<file path="src/rtl/btn_evt_pkg.sv">
// Shared types for the push-button event controller: event codes,
// repeat-FSM states and the packed event word pushed into the FIFO.
package btn_evt_pkg;

    localparam int NUM_BTN = 4;
    localparam int IDX_W   = 2;

    typedef enum logic [1:0] {
        PRESS   = 2'b00,
        REPEAT  = 2'b01,
        RELEASE = 2'b10
    } evt_type_e;

    typedef enum logic [1:0] {
        IDLE = 2'b00,
        DAS  = 2'b01,
        ARR  = 2'b10
    } rpt_state_e;

    // FIFO word as seen by the MicroBlaze: {type[1:0], idx[1:0]}
    typedef struct packed {
        evt_type_e        evt_type;
        logic [IDX_W-1:0] idx;
    } btn_evt_t;

endpackage

</file>
<file path="src/rtl/btn_debounce.sv">
// One button: 2-FF synchronizer followed by a consecutive-mismatch
// debounce counter. rise_o/fall_o are combinational and assert in the
// same cycle level_o is about to toggle, so the caller can act on the
// very edge that updates the debounced level.
module btn_debounce #(
    parameter int unsigned DEBOUNCE_CYCLES = 1_000_000
) (
    input  logic clk,
    input  logic reset,
    input  logic btn_raw_i,
    output logic level_o,
    output logic rise_o,
    output logic fall_o
);

    localparam int unsigned CNT_W = $clog2(DEBOUNCE_CYCLES + 1);
    localparam logic [CNT_W-1:0] CNT_LAST = CNT_W'(DEBOUNCE_CYCLES - 1);

    logic             sync1_q, sync2_q;
    logic             level_q, level_d;
    logic [CNT_W-1:0] cnt_q, cnt_d;
    logic             toggle;

    // Counter clears on agreement, else counts until the level flips
    always_comb begin
        cnt_d   = cnt_q;
        level_d = level_q;
        toggle  = 1'b0;
        if (sync2_q == level_q) begin
            cnt_d = '0;
        end else if (cnt_q == CNT_LAST) begin
            cnt_d   = '0;
            level_d = ~level_q;
            toggle  = 1'b1;
        end else begin
            cnt_d = cnt_q + CNT_W'(1);
        end
    end

    // Synchronizer and debounce state registers
    always_ff @(posedge clk) begin
        if (reset) begin
            sync1_q <= 1'b0;
            sync2_q <= 1'b0;
            level_q <= 1'b0;
            cnt_q   <= '0;
        end else begin
            sync1_q <= btn_raw_i;
            sync2_q <= sync1_q;
            level_q <= level_d;
            cnt_q   <= cnt_d;
        end
    end

    assign level_o = level_q;
    assign rise_o  = toggle & ~level_q;
    assign fall_o  = toggle &  level_q;

endmodule

</file>
<file path="src/rtl/btn_event_ctrl.sv">
// Push-button event controller: debounced buttons feed per-button
// press/auto-repeat/release FSMs, each with a one-entry pending slot.
// A round-robin arbiter moves slots into a show-ahead event FIFO.
// Handshake: the head (evt_data) is valid whenever evt_valid=1; an entry
// is popped on a clock edge where evt_valid && evt_ready; evt_ready while
// empty has no effect.
module btn_event_ctrl
    import btn_evt_pkg::*;
#(
    parameter int unsigned          DEBOUNCE_CYCLES = 1_000_000,
    parameter int unsigned          DAS_CYCLES      = 16_000_000,
    parameter int unsigned          ARR_CYCLES      = 5_000_000,
    parameter logic [NUM_BTN-1:0]   REPEAT_MASK     = 4'b1111,
    parameter int unsigned          FIFO_DEPTH      = 8
) (
    input  logic                            clk,
    input  logic                            reset,
    input  logic [NUM_BTN-1:0]              btn_raw,
    output logic [3:0]                      evt_data,
    output logic                            evt_valid,
    input  logic                            evt_ready,
    output logic [$clog2(FIFO_DEPTH):0]     evt_count,
    output logic [NUM_BTN-1:0]              btn_level,
    output logic                            overflow,
    input  logic                            ovf_clr,
    output logic [2*NUM_BTN-1:0]            dbg_rpt_state_o
);

    localparam int unsigned TMR_MAX = (DAS_CYCLES > ARR_CYCLES) ? DAS_CYCLES : ARR_CYCLES;
    localparam int unsigned TMR_W   = $clog2(TMR_MAX + 1);
    localparam int unsigned PTR_W   = $clog2(FIFO_DEPTH);
    localparam int unsigned CNT_W   = PTR_W + 1;
    localparam logic [TMR_W-1:0] DAS_LAST = TMR_W'(DAS_CYCLES - 1);
    localparam logic [TMR_W-1:0] ARR_LAST = TMR_W'(ARR_CYCLES - 1);

    // ---------------- debounce ----------------
    logic [NUM_BTN-1:0] rise, fall;

    for (genvar g = 0; g < NUM_BTN; g++) begin : g_deb
        btn_debounce #(
            .DEBOUNCE_CYCLES (DEBOUNCE_CYCLES)
        ) u_deb (
            .clk       (clk),
            .reset     (reset),
            .btn_raw_i (btn_raw[g]),
            .level_o   (btn_level[g]),
            .rise_o    (rise[g]),
            .fall_o    (fall[g])
        );
    end

    // ---------------- repeat FSMs ----------------
    rpt_state_e         state_q [NUM_BTN];
    rpt_state_e         state_d [NUM_BTN];
    logic [TMR_W-1:0]   tmr_q   [NUM_BTN];
    logic [TMR_W-1:0]   tmr_d   [NUM_BTN];
    logic [NUM_BTN-1:0] emit;
    evt_type_e          emit_type [NUM_BTN];

    // Next state, timer and event emission; release beats a same-cycle repeat
    always_comb begin
        for (int i = 0; i < NUM_BTN; i++) begin
            state_d[i]   = state_q[i];
            tmr_d[i]     = tmr_q[i];
            emit[i]      = 1'b0;
            emit_type[i] = PRESS;
            case (state_q[i])
                IDLE: begin
                    if (rise[i]) begin
                        emit[i]    = 1'b1;
                        state_d[i] = DAS;
                        tmr_d[i]   = '0;
                    end
                end
                DAS: begin
                    if (fall[i]) begin
                        emit[i]      = 1'b1;
                        emit_type[i] = RELEASE;
                        state_d[i]   = IDLE;
                        tmr_d[i]     = '0;
                    end else if (tmr_q[i] == DAS_LAST) begin
                        // Non-repeating buttons park here with the timer held
                        if (REPEAT_MASK[i]) begin
                            emit[i]      = 1'b1;
                            emit_type[i] = REPEAT;
                            state_d[i]   = ARR;
                            tmr_d[i]     = '0;
                        end
                    end else begin
                        tmr_d[i] = tmr_q[i] + TMR_W'(1);
                    end
                end
                ARR: begin
                    if (fall[i]) begin
                        emit[i]      = 1'b1;
                        emit_type[i] = RELEASE;
                        state_d[i]   = IDLE;
                        tmr_d[i]     = '0;
                    end else if (tmr_q[i] == ARR_LAST) begin
                        emit[i]      = 1'b1;
                        emit_type[i] = REPEAT;
                        tmr_d[i]     = '0;
                    end else begin
                        tmr_d[i] = tmr_q[i] + TMR_W'(1);
                    end
                end
                default: begin
                    state_d[i] = IDLE;
                    tmr_d[i]   = '0;
                end
            endcase
        end
    end

    // FSM state and timer registers
    always_ff @(posedge clk) begin
        if (reset) begin
            for (int i = 0; i < NUM_BTN; i++) begin
                state_q[i] <= IDLE;
                tmr_q[i]   <= '0;
            end
        end else begin
            for (int i = 0; i < NUM_BTN; i++) begin
                state_q[i] <= state_d[i];
                tmr_q[i]   <= tmr_d[i];
            end
        end
    end

    // Expose FSM states, two bits per button
    always_comb begin
        dbg_rpt_state_o = '0;
        for (int i = 0; i < NUM_BTN; i++) begin
            dbg_rpt_state_o[2*i +: 2] = state_q[i];
        end
    end

    // ---------------- slots and arbiter ----------------
    logic [NUM_BTN-1:0] slot_vld_q, slot_vld_d;
    evt_type_e          slot_typ_q [NUM_BTN];
    evt_type_e          slot_typ_d [NUM_BTN];
    logic [IDX_W-1:0]   last_q, last_d;
    logic [IDX_W-1:0]   gnt_idx, cand;
    logic               gnt_vld;
    logic               drop;
    logic               push, pop, full, can_write;
    logic [CNT_W-1:0]   count_q, count_d;
    logic               ovf_q, ovf_d;

    assign full      = (count_q == CNT_W'(FIFO_DEPTH));
    assign pop       = evt_valid & evt_ready;
    assign can_write = ~full | pop;

    // Round-robin search starting one past the last grant
    always_comb begin
        gnt_vld = 1'b0;
        gnt_idx = last_q;
        cand    = last_q;
        if (can_write) begin
            for (int k = 1; k <= NUM_BTN; k++) begin
                cand = last_q + IDX_W'(k);
                if (!gnt_vld && slot_vld_q[cand]) begin
                    gnt_vld = 1'b1;
                    gnt_idx = cand;
                end
            end
        end
        last_d = gnt_vld ? gnt_idx : last_q;
        push   = gnt_vld;
    end

    // Slot update: granted slot empties, emitted events fill empty slots or are dropped
    always_comb begin
        slot_vld_d = slot_vld_q;
        drop       = 1'b0;
        for (int i = 0; i < NUM_BTN; i++) begin
            slot_typ_d[i] = slot_typ_q[i];
        end
        if (gnt_vld) begin
            slot_vld_d[gnt_idx] = 1'b0;
        end
        for (int i = 0; i < NUM_BTN; i++) begin
            if (emit[i]) begin
                if (!slot_vld_q[i]) begin
                    slot_vld_d[i] = 1'b1;
                    slot_typ_d[i] = emit_type[i];
                end else begin
                    drop = 1'b1;
                end
            end
        end
        // A same-cycle drop wins over the clear
        if (drop) begin
            ovf_d = 1'b1;
        end else if (ovf_clr) begin
            ovf_d = 1'b0;
        end else begin
            ovf_d = ovf_q;
        end
    end

    // Slot, arbiter and overflow registers
    always_ff @(posedge clk) begin
        if (reset) begin
            slot_vld_q <= '0;
            for (int i = 0; i < NUM_BTN; i++) begin
                slot_typ_q[i] <= PRESS;
            end
            last_q <= IDX_W'(NUM_BTN - 1);
            ovf_q  <= 1'b0;
        end else begin
            slot_vld_q <= slot_vld_d;
            for (int i = 0; i < NUM_BTN; i++) begin
                slot_typ_q[i] <= slot_typ_d[i];
            end
            last_q <= last_d;
            ovf_q  <= ovf_d;
        end
    end

    // ---------------- show-ahead FIFO ----------------
    btn_evt_t         mem_q [FIFO_DEPTH];
    btn_evt_t         wr_evt;
    logic [PTR_W-1:0] wr_ptr_q, rd_ptr_q;

    // Occupancy follows push/pop; a full FIFO with a pop may still push
    always_comb begin
        wr_evt.evt_type = slot_typ_q[gnt_idx];
        wr_evt.idx      = gnt_idx;
        count_d         = count_q;
        case ({push, pop})
            2'b10:   count_d = count_q + CNT_W'(1);
            2'b01:   count_d = count_q - CNT_W'(1);
            default: count_d = count_q;
        endcase
    end

    // FIFO pointers and occupancy
    always_ff @(posedge clk) begin
        if (reset) begin
            wr_ptr_q <= '0;
            rd_ptr_q <= '0;
            count_q  <= '0;
        end else begin
            if (push) wr_ptr_q <= wr_ptr_q + PTR_W'(1);
            if (pop)  rd_ptr_q <= rd_ptr_q + PTR_W'(1);
            count_q <= count_d;
        end
    end

    // FIFO storage; contents are don't-care until written
    always_ff @(posedge clk) begin
        if (push) begin
            mem_q[wr_ptr_q] <= wr_evt;
        end
    end

    assign evt_valid = (count_q != '0);
    assign evt_data  = evt_valid ? mem_q[rd_ptr_q] : 4'b0000;
    assign evt_count = count_q;
    assign overflow  = ovf_q;

endmodule

</file>
<file path="config.mk">
export PLATFORM = sky130hd
export DESIGN_NAME = btn_event_ctrl
export DESIGN_NICKNAME = d
export VERILOG_FILES = /design/src/rtl/btn_evt_pkg.sv /design/src/rtl/btn_debounce.sv /design/src/rtl/btn_event_ctrl.sv
export SDC_FILE = /design/constraint.sdc
export NUM_CORES = 1
export LEC_CHECK = 0
export CORE_MARGIN = 2
export CORE_UTILIZATION = 45
export DETAILED_ROUTE_END_ITERATION = 6
export PLACE_DENSITY = 0.66
export SYNTH_ARGS = -nofsm -noshare
export SYNTH_HDL_FRONTEND = slang
export SYNTH_SLANG_ARGS = --single-unit
</file>
<file path="constraint.sdc">
create_clock -name clk -period 4.9 [get_ports clk]
set_input_delay 0.735 -clock clk [delete_from_list [all_inputs] [get_ports clk]]
set_output_delay 0.735 -clock clk [all_outputs]
set_load 0.01 [all_outputs]
</file>
# Word-level counts from Yosys, hierarchy flattened

Memory sizes are Yosys's and may differ from the RTL's. A register that Yosys moved wholly into a read port is not among the register bits.
Cells that the tools add are included.

Flip-flop bits (word level): 109
RAM bits: 144
Output and inout port bits: 22
Word-level logic and storage cells: 308
Memories: 4

Memories:

| name       | words | width | rd ports | clocked after memory_dff | wr ports | line                  | text |
|---|---|---|---|---|---|---|---|
| tmr_q      | 4     | 24    | 4        | 0                        | 4        | btn_event_ctrl.sv:55  | `logic [TMR_W-1:0] tmr_q [NUM_BTN];` |
| mem_q      | 8     | 4     | 1        | 1                        | 1        | btn_event_ctrl.sv:222 | `btn_evt_t mem_q [FIFO_DEPTH];` |
| slot_typ_q | 4     | 2     | 1        | 0                        | 4        | btn_event_ctrl.sv:140 | `evt_type_e slot_typ_q [NUM_BTN];` |
| state_q    | 4     | 2     | 4        | 0                        | 4        | btn_event_ctrl.sv:53  | `rpt_state_e state_q [NUM_BTN];` |

Add/sub/neg operators: 15
$lt $le $gt $ge: 6
Equality and inequality tests: 35
Mux-type cells: 167
Bitwise operators: 33
Reductions and logical operators: 26

Operator list:

| operator                                            | count |
|---|---|
| two-way mux 24 bit                                  | 24 |
| case mux 24 bit (3 select lines)                    | 4 |
| adder 24 x 1 -> 24 bit (second input constant)      | 4 |
| == test 24 x 23 -> 1 bit (second input constant)    | 4 |
| == test 24 bit (second input constant)              | 4 |
| two-way mux 2 bit                                   | 45 |
| adder 20 x 1 -> 20 bit (second input constant)      | 4 |
| == test 20 bit (second input constant)              | 4 |
| two-way mux 1 bit                                   | 72 |
| case mux 2 bit (3 select lines)                     | 4 |
| case mux 2 bit (2 select lines)                     | 4 |
| < comparator 2 x 3 -> 1 bit (second input constant) | 5 |
| OR 1 bit                                            | 13 |
| case mux 1 bit (3 select lines)                     | 4 |
| AND reduction 3 bit                                 | 4 |
| OR reduction 3 bit                                  | 4 |
| == test 2 x 1 -> 1 bit (second input constant)      | 5 |
| == test 2 bit (second input constant)               | 5 |
| AND 1 bit                                           | 9 |
| inverter 1 bit                                      | 9 |
| binary-select mux 1 bit (select 2 bit)              | 4 |
| logical NOT 2 bit                                   | 4 |
| two-way mux 4 bit                                   | 2 |
| != test 2 bit (second input constant)               | 4 |
| other kinds (19)                                    | 37 |

# Logic depth before layout (Yosys ltp)

Gate-level depths: netlist of the first run.

Depth in word-level cells: 26
Mapped depth: 12
Mapped depth without buffers: 12

# By module

A second synthesis of the first run with hierarchy kept.

Cells, all modules: 1467
Area total of the unflattened synthesis: 12739.7 sq um

Modules (own cells, without submodules):

| module         | instances | cells each | area an instance (sq um) |
|---|---|---|---|
| btn_event_ctrl | 1         | 971        | 8620.8 |
| btn_debounce   | 4         | 124        | 1029.7 |

# Worst setup path before layout of the first run

No wires, ideal clock.

Path type: input to register
Start: in evt_ready
End: reg count_q[3] (netlist: evt_count[3])
Setup time: 0.070 ns
Arrival time: 2.705 ns
Required time: 4.830 ns
Path slack: 2.124 ns
Stages on the path: 11
Path buffers: 0
Cells stage by stage: nand2b_1 nor2_1 a21oi_1 inv_1 ha_1 ha_1 a21o_1 a21oi_1 xnor2_1 or3_1 a21oi_1

Longest elaborated chain between the ends: 5

RTL lines:

| item                                                                  | line                  | text |
|---|---|---|
| start: declaration                                                    | btn_event_ctrl.sv:21  | `input logic evt_ready,` |
| AND 1 bit (*)                                                         | btn_event_ctrl.sv:151 | `assign pop = evt_valid & evt_ready;` |
| OR 1 bit                                                              | btn_event_ctrl.sv:152 | `assign can_write = ~full \| pop;` |
| two-way mux 1 bit                                                     | btn_event_ctrl.sv:159 | `if (can_write) begin` |
| == test 2 x 1 -> 1 bit or == test 2 bit (tied branches)               | btn_event_ctrl.sv:231 | `case ({push, pop})` |
| case mux 4 bit (2 select lines) or nonzero test 2 bit (tied branches) | n/a                   |  |
| end signal: assignment                                                | btn_event_ctrl.sv:247 | `count_q <= count_d;` |
| end: declaration                                                      | btn_event_ctrl.sv:147 | `logic [CNT_W-1:0] count_q, count_d;` |

Mark *: on every way between the ends. The rest lies on a longest branch, timed or not.
A chain may end at the register's enable or synchronous reset.

==> results.md, run 1 <==
- CP endpoint kind: output pin
- Remaining DRCs: 0
- Critical Path Slowest Stage Cell: dfxtp_1
- Tcrit/Tclk final: 66.7%
- Max clock buf depth: 3
- Netlist cell types: 75
- Adder-cell share of the synthesized area: 3.09%
- Routed vias/inst: 5.49
- CP arrival: 2.53 ns
- Synth warn: 0
- TritonRoute pass-1 iters: 5
- Crit Path Class: reg2out
- CP startpoint kind: register
- Via count: 9612
- CTS buffer count: 27
- ANT cells: 0
- CP required: 4.16 ns
- Die Y-Extent: 170 um
- H-Tree Depth: 1
- Compound-Gate Fraction of Synth Area: 8.09%
- Cts hold-fix bufs: 0
- Status: complete, no violations
- First-pass GRT wire length: 43300 um
- Synth Area in XOR/XNOR: 10.9%
- # fillers: 2507
- Number of synthesized flops with an enable pin: 40
- CTS tree: yes
- GP Congestion: 0.853
- Fin. Hold Viols: 0
- Cells after DPL: 1701
- Setup slack after placement: 1.28 ns
- Detailed-placement wirelength estimate: 17300 um
- Starting density of the core: 45.9%
- Post-CTS Setup Bufs: 0
- Reg2reg end: tmr_q[1][22]
- Comb pwr share: 4.6%
- Top-level I/O count: 30
- Largest family of logic cells by synthesized area: simple AND/OR/NAND/NOR gates
- Switching share of total power: 22.3%
- Post-Syn Area: 12400 sq um
- Peak VDD IR: 0.000286 V
- Switching pwr: 971 uW
- Worst Tran Pin Value: 1.15 ns
- Cell Chain, Critical Path: mux4_2, mux2i_1, nor2_1, clkdlybuf4s50_1
- Worst Hold Class: reg2reg
- R2R setup slack: 1.85 ns
- Root Buffer: clkbuf_16
- Maximum fanout along the worst path: 8
- Routed Antenna Nets: 0
- DRT iter0 DRCs: 722
- #FFs+latches synth: 256
- Period minus WS final: 3.27 ns
- Hold EP: g_deb[1].u_deb.sync2_q
- Post-synthesis mux area share: 2.02%
- WL final: 25300 um
- Setup TNS: 0 ns
- Final Non-Filler Cells: 1751
- Pwr dens: 316 nW/um^2
- Worst Skew: 0.0194 ns
- Cell internal pwr: 3.39 mW
- Final Setup Violations: 0
- Synth Instances: 1370
- Max Slew Vio Count: 0
- Clock sinks: 256
- Design Power: 4.36 mW
- Pin count of the biggest net entering global routing: 43
- Vias in the first global route: 9091
- Mapped Nets: 1408
- IO buf count: 29
- Mean Syn Cell Area: 9.04 sq um
- Placeable Area: 27000 sq um
- Nets: 1427
- RSZ-0062 raised after global routing: false
- Row count: 60
- Async S/R FF share, synth: 0%
- Max-slew headroom: 23.6%
- Initial antenna violation count: 0
- Crit-path max cell delay: 0.65 ns
- Post-synth top flop: dfxtp_1
- Grt total ovfl: 0
- Die Wd: 170 um
- Max Fclk: 306 MHz
- Leakage power: 4.41 nW
- Worst Reg2Reg Path Length in Cells: 6
- Worst setup margin: 1.63 ns
- Area grow syn2layout: 11.6%
- Worst-path clk slew: 0.06 ns
- Clk Latency, worst-skew pair: 0.54 ns
- Simple-gate portion of the synthesized area: 28.2%
- Hold path startpoint: g_deb[1].u_deb.sync1_q
- Max Cap Viol: 0
- Post-CTS sizing: 0
- Sequential share of power: 49.9%
- WHS: 0.428 ns
- Hold path depth: 1
- Total GRT Usage: 17.6%
- Clock share of power: 45.5%
- WL/cell: 14.4 um
- Reg-to-reg startpoint: g_deb[1].u_deb.cnt_q[14]
- Share of post-route cells with drive strength above 1: 5.39%
- Die area: 28900 sq um
- Register area share after synthesis: 44.6%
[state kept, by name, summed over array words and instances (netlist names), named ones only]
name                 count
tmr_q                   96
g_deb.u_deb.cnt_q       80
mem_q                   32
slot_typ_q               8
state_q                  8
evt_count                4
g_deb.u_deb.level_o      4
g_deb.u_deb.sync1_q      4
g_deb.u_deb.sync2_q      4
slot_vld_q               4
rd_ptr_q                 3
wr_ptr_q                 3
last_q                   2
overflow                 1
[placed cells by master (no fill, tap or decap), types with 19 or more instances in the layout]
master             n
nand3_1           62
o21ai_0           32
nand4_1           48
xnor2_1           82
and4_1            19
edfxtp_1          40
xor2_1            72
nor2_1           216
clkdlybuf4s50_1   28
clkbuf_16         27
inv_1             49
ha_1              29
dfxtp_1          216
nand2_1           99
a21oi_1           39
nor3_1            43
and3_1            30
nor4_1            32
[area by class of cell]
class | count | area (sq um) | share of cell area, %
multi-input combinational | 1018 | 6480 | 46.9
sequential | 256 | 5530 | 40.0
clock buffer | 41 | 758 | 5.49
tap | 341 | 427 | 3.09
timing repair buffer | 37 | 345 | 2.50
inverter | 49 | 184 | 1.33
clock inverter | 9 | 100 | 0.724
[worst max-delay path by stage]
| stage | startpoint | endpoint | slack (ns) |
|---|---|---|---|
| detailed placement | evt_ready | evt_count[3] | 1.28 |
| global route | register | evt_data[1] | 1.51 |
| floorplan | evt_ready | evt_count[3] | 2.12 |
| global placement | evt_ready | evt_count[3] | 1.36 |
| finish | register | evt_data[1] | 1.63 |
| CTS | register | evt_data[1] | 1.59 |
[Yosys cell counts (19+ instances only)]
cell      instances  area, sq um
a21oi_1          39          195
and3_1           30          188
and4_1           19          166
clkbuf_1         37          139
dfxtp_1         216         4320
edfxtp_1         40         1200
ha_1             29          363
inv_1            49          184
nand2_1          99          372
nand3_1          62          310
nand4_1          48          300
nor2_1          216          811
nor3_1           43          215
nor4_1           32          200
o21ai_0          32          160
xnor2_1          82          718
xor2_1           72          631
[through the flow]
stage,util (%),area (sq um)
floorplan,-,12400
global placement,48.1,13000
detailed placement,48.1,13000
CTS,51.3,13800
global route,51.3,13800
finish,51.3,13800
[metal layers]
metal / track usage, % / wire length [um] / vias up
li1: - / - / 4893
met2: 30.3 / 12000 / 135
met3: 2.40 / 745 / 37
met1: 23.3 / 12000 / 4547
met4: 4.79 / 547 / 0
met5: 0 / 0 / -
[worst max-delay path: cells and delay by family, from the launching register on]
family / cells / cell delay, ns
mux: 2 / 0.81
flops: 1 / 0.65
buf+inv: 1 / 0.48
simple gates: 1 / 0.06
[power groups by stage]
stage	registers, mW	clock network (mW)	logic [mW]
3_5_place_dp	2.22	0	0.203
4_1_cts	2.17	2.04	0.204
6_report	2.17	1.98	0.202
5_1_grt	2.18	2.12	0.226
3_3_place_gp	2.22	0	0.200
2_1_floorplan	2.21	0	0.142
[logic make-up (layout without fill, tap and decap cells)]
logic type	Yosys count	count (layout)
muxes	15	15
AOI/OAI and AO/OA	145	145
xor gates and xnor gates	154	154
DFF	256	256
and+or+nand+nor	674	674
buffers and inverters	96	136
adders and majority gates	30	30
(Power assumes the default switching activity.)
==> run 2, diff against run 1 <==
==> constraint.sdc (replaced) <==
create_clock -name clk -period 3.3 [get_ports clk]
set_input_delay 0.495 -clock clk [delete_from_list [all_inputs] [get_ports clk]]
set_output_delay 0.495 -clock clk [all_outputs]
set_load 0.01 [all_outputs]
==> run 2 against run 1 <==
  * Register-to-register slack worse by 1.5 ns
  * Sequential share of layout area fell by 0.25 points
  * Clock skew shrank 0.012 ns
  * Core utilization grew 0.32 points
  * Count of clock-buffer cells in the layout up 2
  * Sequential power rose by 49%
  * First-iteration DRC count fell by 20%
  * Critical path depth stayed put
  * Via count is essentially flat
  * Cell area rose by 0.63%
  * Die area is the same
==> results.md, run 2 (synthesis gave the netlist of run 1 again) <==
- Status: complete, no violations
- Starting density of the core: 45.9%
- Fin. Hold Viols: 0
- CP required: 2.80 ns
- Die Y-Extent: 170 um
- Remaining DRCs: 0
- Placeable Area: 27000 sq um
- Row count: 60
- IO buf count: 29
- Maximum fanout along the worst path: 8
- Clock sinks: 256
- Post-CTS sizing: 0
- Critical Path Slowest Stage Cell: dfxtp_1
- Vias in the first global route: 9161
- Post-CTS Setup Bufs: 0
- Cells after DPL: 1709
- Period minus WS final: 3.02 ns
- Routed Antenna Nets: 0
- First-pass GRT wire length: 43600 um
- Share of post-route cells with drive strength above 1: 6.13%
- Cts hold-fix bufs: 0
- CP arrival: 2.53 ns
- Comb pwr share: 4.6%
- Max clock buf depth: 3
- Leakage power: 4.47 nW
- Clock share of power: 45.9%
- RSZ-0062 raised after global routing: false
- DRT iter0 DRCs: 580
- Nets: 1436
- Max Slew Vio Count: 0
- Crit-path max cell delay: 0.67 ns
- GP Congestion: 0.842
- Final Setup Violations: 0
- Most frequent cells in the layout: nor2_1, dfxtp_1, nand2_1
- Max Cap Viol: 0
- TritonRoute pass-1 iters: 5
- Top-level I/O count: 30
- Finished Core Util: 51.6%
- WL/cell: 14.4 um
- Max reg flops: 96
- H-Tree Depth: 1
- Pin count of the biggest net entering global routing: 42
- CP startpoint kind: register
- Setup TNS: 0 ns
- ANT cells: 0
- Area grow syn2layout: 12.3%
- Total GRT Usage: 17.8%
- Max-slew headroom: 42.2%
- Pwr dens: 469 nW/um^2
- Clk Latency, worst-skew pair: 0.53 ns
- Grt total ovfl: 0
- Initial antenna violation count: 0
- Switching share of total power: 22.2%
- Buffers & Inverters on Critical Path: 1
- Crit Path Class: reg2out
- Routed vias/inst: 5.46
- Worst Hold Class: reg2reg
- CTS buffer count: 28
- CTS tree: yes
- Cell internal pwr: 5.07 mW
- Max Fclk: 331 MHz
- Tcrit/Tclk final: 91.6%
- Worst-path clk slew: 0.06 ns
- Biggest regs: tmr_q (96), g_deb.u_deb.cnt_q (80), mem_q (32)
- Worst Tran Pin Value: 0.867 ns
- Largest Register: tmr_q
- Detailed-placement wirelength estimate: 17500 um
- Sequential share of power: 49.5%
- Worst Skew: 0.00702 ns
- Die area: 28900 sq um
- WL final: 25300 um
- Final Non-Filler Cells: 1760
- Peak VDD IR: 0.000372 V
- Via count: 9605
- Root Buffer: clkbuf_16
- Switching pwr: 1.45 mW
- Cell Chain, Critical Path: mux4_2, mux2i_1, nor2_1, clkdlybuf4s50_1
- Die Wd: 170 um
- Delay-heaviest family, CP: multiplexers
- CP endpoint kind: output pin
-- run 2: changes by cell type in the layout (fill, tap and decap cells not counted), sizes merged --
cell and change:
bufinv -1, clkinv +1, buf +8, inv -1
clkbuf +2
-- run 2: layout make-up --
class	count	area, sq um
Fill cell	2460	13000
Tap cell	341	427
Inverter	49	184
Clock buffer	43	818
Multi-Input combinational cell	1018	6480
Sequential cell	256	5530
Clock inverter	8	67.6
Timing Repair Buffer	45	405
-- run 2: metal layers --
layer	track usage, %	part of all wire [%]	up-vias	routed length (um)
li1	-	-	4911	-
met1	24.1	48	4519	12100
met2	29.9	47	142	11800
met3	2.28	3.6	33	912
met4	4.94	1.9	0	474
met5	0	0	-	0
-- run 2: final timing paths --
| path | from | to | slack [ns] | cells after the start |
|---|---|---|---|---|
| max | register | evt_data[2] | 0.28 | 4 |
| min | g_deb[2].u_deb.sync1_q | g_deb[2].u_deb.sync2_q | 0.43 | 1 |
| max reg2reg | evt_count[0] | evt_count[3] | 0.40 | 12 |
| min reg2reg | g_deb[2].u_deb.sync1_q | g_deb[2].u_deb.sync2_q | 0.43 | 1 |
-- run 2: per-stage QoR --
step / hold WS (ns) / instance area, sq um / worst slack [ns] / power, mW
global route: 0.455 / 13900 / 0.108 / 6.78
detailed placement: 0.420 / 13000 / 0.196 / 3.60
CTS: 0.431 / 13900 / 0.213 / 6.61
finish: 0.432 / 13900 / 0.276 / 6.52
global placement: 0.418 / 13000 / 0.279 / 3.59
floorplan: 0.414 / 12400 / 0.626 / 3.50
-- run 2: power by group through the flow --
stage | Sequential [mW] | Combinational [mW] | Clock, mW
3_5_place_dp | 3.30 | 0.303 | 0
2_1_floorplan | 3.29 | 0.211 | 0
3_3_place_gp | 3.30 | 0.296 | 0
6_report | 3.23 | 0.300 | 2.99
4_1_cts | 3.23 | 0.305 | 3.08
5_1_grt | 3.23 | 0.337 | 3.21
